### src/rtl/serial_arithmetic_unit.sv
// rtl/serial_arithmetic_unit.sv - bit-serial add/subtract unit with start/busy/done handshake
module serial_arithmetic_unit #(
  parameter int WIDTH = 6
) (
  input  logic             clk,
  input  logic             reset,
  input  logic             start,
  input  logic             op,
  input  logic [WIDTH-1:0] a,
  input  logic [WIDTH-1:0] b,
  input  logic             carryIn,
  output logic             busy,
  output logic             done,
  output logic [WIDTH-1:0] soma,
  output logic             carryOut,
  output logic             overflow,
  output logic             zero
);

  localparam int CW = (WIDTH > 1) ? $clog2(WIDTH) : 1;
  localparam logic [CW-1:0] LAST_BIT = CW'(WIDTH - 1);

  typedef enum logic [1:0] {IDLE, RUN, DONE} stateT;

  stateT            state;
  stateT            stateNext;
  logic [WIDTH-1:0] shiftA;
  logic [WIDTH-1:0] shiftB;
  logic [WIDTH-1:0] shiftR;
  logic             carry;
  logic [CW-1:0]    bitCount;
  logic             accept;
  logic             sumBit;
  logic             sliceCarry;
  logic             lastBit;
  logic [WIDTH:0]   resultCat;
  logic [WIDTH-1:0] resultNext;

  // Single full-adder slice plus the result register as it looks after this bit.
  // The concatenate-then-slice form keeps the shift legal for WIDTH=1.
  always_comb begin
    sumBit     = shiftA[0] ^ shiftB[0] ^ carry;
    sliceCarry = (shiftA[0] & shiftB[0]) | (shiftA[0] & carry) | (shiftB[0] & carry);
    resultCat  = {sumBit, shiftR};
    resultNext = resultCat[WIDTH:1];
    lastBit    = (bitCount == LAST_BIT);
  end

  // State register; reset aborts any run without a clock edge.
  always_ff @(posedge clk or posedge reset) begin
    if (reset) begin
      state <= IDLE;
    end else begin
      state <= stateNext;
    end
  end

  // Next-state and handshake outputs; start is only honoured outside RUN.
  always_comb begin
    stateNext = state;
    busy      = 1'b0;
    done      = 1'b0;
    accept    = 1'b0;
    case (state)
      IDLE: begin
        if (start) begin
          accept    = 1'b1;
          stateNext = RUN;
        end
      end
      RUN: begin
        busy = 1'b1;
        if (lastBit) begin
          stateNext = DONE;
        end
      end
      DONE: begin
        done = 1'b1;
        if (start) begin
          accept    = 1'b1;
          stateNext = RUN;
        end else begin
          stateNext = IDLE;
        end
      end
      default: stateNext = IDLE;
    endcase
  end

  // Operand load, per-bit shifting, and result capture on the final bit.
  // Subtraction is folded into the load: invert B and the incoming borrow.
  always_ff @(posedge clk or posedge reset) begin
    if (reset) begin
      shiftA   <= '0;
      shiftB   <= '0;
      shiftR   <= '0;
      carry    <= 1'b0;
      bitCount <= '0;
      soma     <= '0;
      carryOut <= 1'b0;
      overflow <= 1'b0;
      zero     <= 1'b0;
    end else if (accept) begin
      shiftA   <= a;
      shiftB   <= op ? ~b : b;
      carry    <= carryIn ^ op;
      bitCount <= '0;
    end else if (state == RUN) begin
      shiftA   <= shiftA >> 1;
      shiftB   <= shiftB >> 1;
      shiftR   <= resultNext;
      carry    <= sliceCarry;
      bitCount <= bitCount + 1'b1;
      if (lastBit) begin
        soma     <= resultNext;
        carryOut <= sliceCarry;
        overflow <= sliceCarry ^ carry;
        zero     <= (resultNext == '0);
      end
    end
  end

endmodule

### config.mk
export PLATFORM = sky130hd
export DESIGN_NAME = serial_arithmetic_unit
export DESIGN_NICKNAME = d
export VERILOG_FILES = /design/src/rtl/serial_arithmetic_unit.sv
export SDC_FILE = /design/constraint.sdc
export NUM_CORES = 1
export LEC_CHECK = 0
export CAP_MARGIN = 20
export CELL_PAD_IN_SITES_DETAIL_PLACEMENT = 0
export CELL_PAD_IN_SITES_GLOBAL_PLACEMENT = 1
export CORE_MARGIN = 2
export CORE_UTILIZATION = 25
export DETAILED_ROUTE_END_ITERATION = 8
export PLACE_DENSITY = 0.54
export SLEW_MARGIN = 20
export SYNTH_ARGS = -nofsm -noshare
export SYNTH_HDL_FRONTEND = slang
export SYNTH_SLANG_ARGS = --single-unit
### constraint.sdc
create_clock -name clk -period 2.2 [get_ports clk]
set_input_delay 0.66 -clock clk [delete_from_list [all_inputs] [get_ports clk]]
set_output_delay 0.66 -clock clk [all_outputs]
set_load 0.02 [all_outputs]
### Word level (Yosys, flattened, before mapping)

Index checks and enable logic that the tools add are counted.

| cells by class | value |
|---|---|
| $add $sub $neg | 1 |
| equality and inequality tests | 5 |
| multiplexer cells | 17 |
| bitwise logic cells | 11 |
| reduce and logical (&&, ||, !) cells | 7 |

Operators with widths:

| operator | number |
|---|---|
| 2-to-1 mux 6 bit | 5 |
| 2-to-1 mux 1 bit | 7 |
| logical NOT 6 bit | 1 |
| 2-to-1 mux 3 bit | 2 |
| inverter 6 bit | 1 |
| one-hot mux 2 bit (3 select lines) | 1 |
| 2-to-1 mux 2 bit | 2 |
| != test 2 bit, second input constant | 2 |
| AND reduction 2 bit | 2 |
| bitwise XOR 1 bit | 4 |
| adder 3 x 1 -> 3 bit, second input constant | 1 |
| AND 1 bit | 3 |
| == test 3 bit, second input constant | 1 |
| AND reduction 3 bit | 1 |
| == test 2 x 1 -> 1 bit, second input constant | 1 |
| == test 2 bit, second input constant | 1 |
| logical NOT 2 bit | 1 |
| OR 1 bit | 2 |
| nonzero test 2 bit | 1 |
| OR reduction 2 bit | 1 |
| inverter 1 bit | 1 |

| word-level totals | value |
|---|---|
| register bits | 33 |
| bits of input ports | 17 |
| output and inout bits | 11 |
| word-level logic and storage cells | 51 |

### Longest topological paths before layout

| logic depth | value |
|---|---|
| depth after elaboration | 5 |
| gate-level depth with buffers | 6 |
| mapped depth without buffers | 5 |

### Worst setup path after synthesis

Ideal clock, no wire load.

| timing path | value |
|---|---|
| kind | register to register |
| from | register shiftA[0] |
| to | register zero |
| library setup time | 0.104 ns |
| data arrival time | 1.463 ns |
| required time | 2.096 ns |
| setup slack | 0.634 ns |
| stages on the path, launching flop included | 4 |
| path buffers | 0 |
| period minus slack after synthesis | 1.566 ns |
| path through | dfrtp_1 fa_1 or4_1 o41ai_2 |

| between the ends | value |
|---|---|
| cells in the longest elaborated chain, start to end | 3 |

Ends and longest elaborated chain:

| what | line | text |
|---|---|---|
| from (decl) | 27 | `logic [WIDTH-1:0] shiftA;` |
| from (signal assigned) | 109 | `shiftA <= shiftA >> 1;` |
| bitwise XOR 1 bit (2 in series) | 42 | `sumBit = shiftA[0] ^ shiftB[0] ^ carry;` |
| net sumBit | 33 | `logic sumBit;` |
| logical NOT 6 bit | 118 | `zero <= (resultNext == '0);` |
| to (signal assigned) | 118 |  |
| to (decl) | 17 | `output logic zero` |

The timed path passes the listed nets, and every way through them passes these cells.
A chain may end at the register's enable or synchronous reset.

### Worst setup path in the final report

| timing path | value |
|---|---|
| from | register state[0] |
| to | output port done |

| between the ends | value |
|---|---|
| cells in the longest elaborated chain, start to end | 2 |

Ends and longest elaborated chain:

| what | line | text |
|---|---|---|
| from (decl) | 25 | `stateT state;` |
| from (signal assigned) | 54 | `state <= stateNext;` |
| == test 2 bit | 64 | `case (state)` |
| 2-to-1 mux 1 bit | 64 |  |
| to (decl) | 13 | `output logic done,` |

Every way passes these cells.

==> flow_metrics.py <==
metrics = {
    "status": {
        "outcome": "finished clean",
    },
    "detailed_routing": {
        "wl_per_cell_um": 12.1,
        "routed-via-count": 924,
        "viasPerCell": 4.26,
        "wl_um": 2620,
        "drc_errors": 0,
        "final_antenna_net_count": 0,
        "drt-initial-drc-count": 22,
        "firstDrtPassIters": 5,
    },
    "global_route": {
        "grt_use_met2": 0.143,
        "track_usage": 0.0932,
        "top_usage_layer": "met2",
        "grt-ovfl-total": 0,
        "grtUsageMet3": 0.0339,
        "grt_pass1_vias": 946,
        "grt_pass1_wl_um": 4490,
        "grt_max_degree": 33,
        "antenna_found_initial": 0,
        "grt_use_met1": 0.121,
    },
    "power_and_ir_drop": {
        "p_leak_nw": 0.864,
        "powerDensity_nw_per_um2": 1390,
        "p_total_mw": 2.61,
        "ir_drop_mv": 0.471,
    },
    "floorplan": {
        "dieArea_sq_um": 6350,
        "num_rows": 27,
        "dieWidth_um": 79.7,
        "die-height_um": 79.7,
        "start_util": 0.260,
        "ios": 28,
        "core-area_sq_um": 5510,
    },
    "synth": {
        "synth.avg_cell_area_sq_um": 12.7,
        "async_flop_share": 1.00,
        "ys_seq_area_frac": 0.559,
        "synth.distinct_cells": 24,
        "synth_edf_count": 0,
        "synth_top_cell_area_share": 0.559,
        "synth_ff_type": "dfrtp_1",
        "syn-num-nets": 133,
        "synthTopCellsByArea": "dfrtp_1, mux2_2, a22o_1",
        "syn_inst": 113,
        "synth.largest_area_cell": "dfrtp_1",
        "netlist_area_sq_um": 1430,
        "synth.yosys.warnings": 0,
        "ys_ff_latch": 32,
    },
    "placement": {
        "post-place-cells": 209,
        "io_buffers": 27,
        "gp_congestion": 0.673,
        "dpl.hpwl_um": 1850,
        "pre_cts_slack_ns": 0.0210,
    },
    "sta": {
        "min_period_over_period": 0.966,
        "drv_slew": 0,
        "fin_crit_ns": 2.13,
        "worst_pin_slew_ns": 0.727,
        "max_freq_mhz": 471,
        "slew_headroom": 0.513,
        "whs_ns": 0.478,
        "setup_violations": 0,
        "finClkSkew_ns": 0.00535,
        "hold_viol_final": 0,
        "rsz0062_at_grt": "false",
        "setup_ws_ns": 0.0749,
        "fin_setup_tns_ns": 0,
    },
    "setup_path": {
        "critical_path_class": "flop to primary output",
        "worstSetupStartpointType": "flop",
        "critPathCapture": "done",
        "path_max_fanout": 6,
        "path_delay_family": "buffers and inverters",
        "crit_buf_inv": 1,
        "r2r-start": "state[0]",
        "r2r_slack_ns": 0.39,
        "critPathRequiredTime_ns": 1.54,
        "end_kind": "primary output",
        "worstPathCellList": "nor2b_1, clkdlybuf4s50_1",
        "startpoint": "state[0]",
        "reg2reg_to": "bitCount[0]",
        "slowest_delay_ns": 0.61,
        "cp.arrival_ns": 1.47,
        "cp_num_cells": 2,
        "slowest_stage": "clkdlybuf4s50_1",
        "r2r_cells": 4,
    },
    "clock_network": {
        "clkLatencyLatePin_ns": 0.28,
        "tritoncts": "built",
        "clockBufferDepth": 2,
        "clkSinkCount": 32,
        "htreeDepth": 2,
        "path_clk_slew_ns": 0.07,
        "post_cts.repair.setup_buffers": 0,
        "cts_inserted_buffers": 5,
        "root_buffer": "clkbuf_8",
    },
    "finish": {
        "nNetsFinal": 164,
        "drive_above_1_share": 0.179,
        "diodes": 0,
        "regArea_sq_um": 801,
        "multi_input_area_sq_um": 578,
        "fill_cells": 562,
        "area_growth_pct": 30.9,
        "instances_no_fill": 217,
    },
    "run": {
        "maxCapViolCount": 0,
    },
    "hold_path": {
        "min_path_type": "flop to flop",
    },
}
## power by group
group,internal [mW],total [mW],leakage [nW],switching (mW)
combinational,0.596,1.10,0.415,0.505
sequential,0.864,1.06,0.398,0.192
clock,0.249,0.457,0.0510,0.207
## final cells by class
class	instances	share of cell area
multi-input cells	70	0.308
flip-flops and latches	32	0.427
clock buffers	6	0.0440
well taps	72	0.0480
clock inverters	2	0.00534
inverters	4	0.00801
repair buffers	31	0.159
## cell families (layout without fill, tap and decap cells)
family | Yosys count | after routing | share of synthesized area
mux | 17 | 17 | 0.130
simple gates | 20 | 20 | 0.0690
fa+ha+maj | 3 | 3 | 0.0314
flops | 32 | 32 | 0.559
buf+inv | 11 | 43 | 0.0375
xor+xnor | 9 | 9 | 0.0550
compound gates | 21 | 21 | 0.118
## synthesized netlist by cell type, drive strengths merged, types with 2 or more instances
library cell	count
buf	6
a21o	5
a221o	2
mux2	13
inv	4
a22o	8
nor2	4
ha	2
o21ai	5
nor2b	2
xor2	6
nand2	9
mux2i	4
xnor2	3
dfrtp	32
## cell usage in the layout, fill, tap and decap left out, types with 2 or more instances in the layout
master,synthesis,routed
dfrtp_1,32,32
clkdlybuf4s50_1,0,26
mux2_2,13,13
nand2_1,9,9
a22o_1,8,8
xor2_1,6,6
clkbuf_8,0,6
o21ai_0,5,5
a21o_1,5,5
nor2_1,4,4
inv_1,4,4
mux2i_1,4,4
buf_4,2,4
xnor2_1,3,3
nor2b_1,2,2
a221o_1,2,2
ha_1,2,2
clkinv_2,0,2
## metrics by stage
| stage | utilization | cell area [sq um] |
|---|---|---|
| after floorplan | - | 1430 |
| after global placement | 0.324 | 1780 |
| after detailed placement | 0.324 | 1780 |
| after CTS | 0.341 | 1880 |
| after global routing | 0.341 | 1880 |
| final | 0.341 | 1880 |
## how the worst min path moves through the flow
stage	from	end	slack [ns]	cells after the start
floorplan	shiftA[1]	shiftA[1]	0.45	1
global placement	shiftA[1]	shiftA[1]	0.46	1
detailed placement	shiftA[3]	shiftA[3]	0.47	1
CTS	shiftA[3]	shiftA[3]	0.48	1
global route	shiftA[4]	shiftA[4]	0.51	1
finish	shiftA[1]	shiftA[1]	0.48	1
## per-layer routing
metal  routed length [um]  up-vias
met5                    0        -
met4                   32        0
met3                  146        4
met2                 1180       30
met1                 1260      435
li1                     -      455
## registers in the layout (all words and copies together) (netlist names), 2 cells and up
name / flops
shiftA: 6
shiftB: 6
soma: 6
shiftR: 5
bitCount: 3
state: 2
## what timing repair did
item                                    CTS  global route
gates resized for setup                   1             0
endpoints found under the setup margin    1             0
hold buffers                              0             0
No activity file was read; power rests on OpenSTA's default activity.
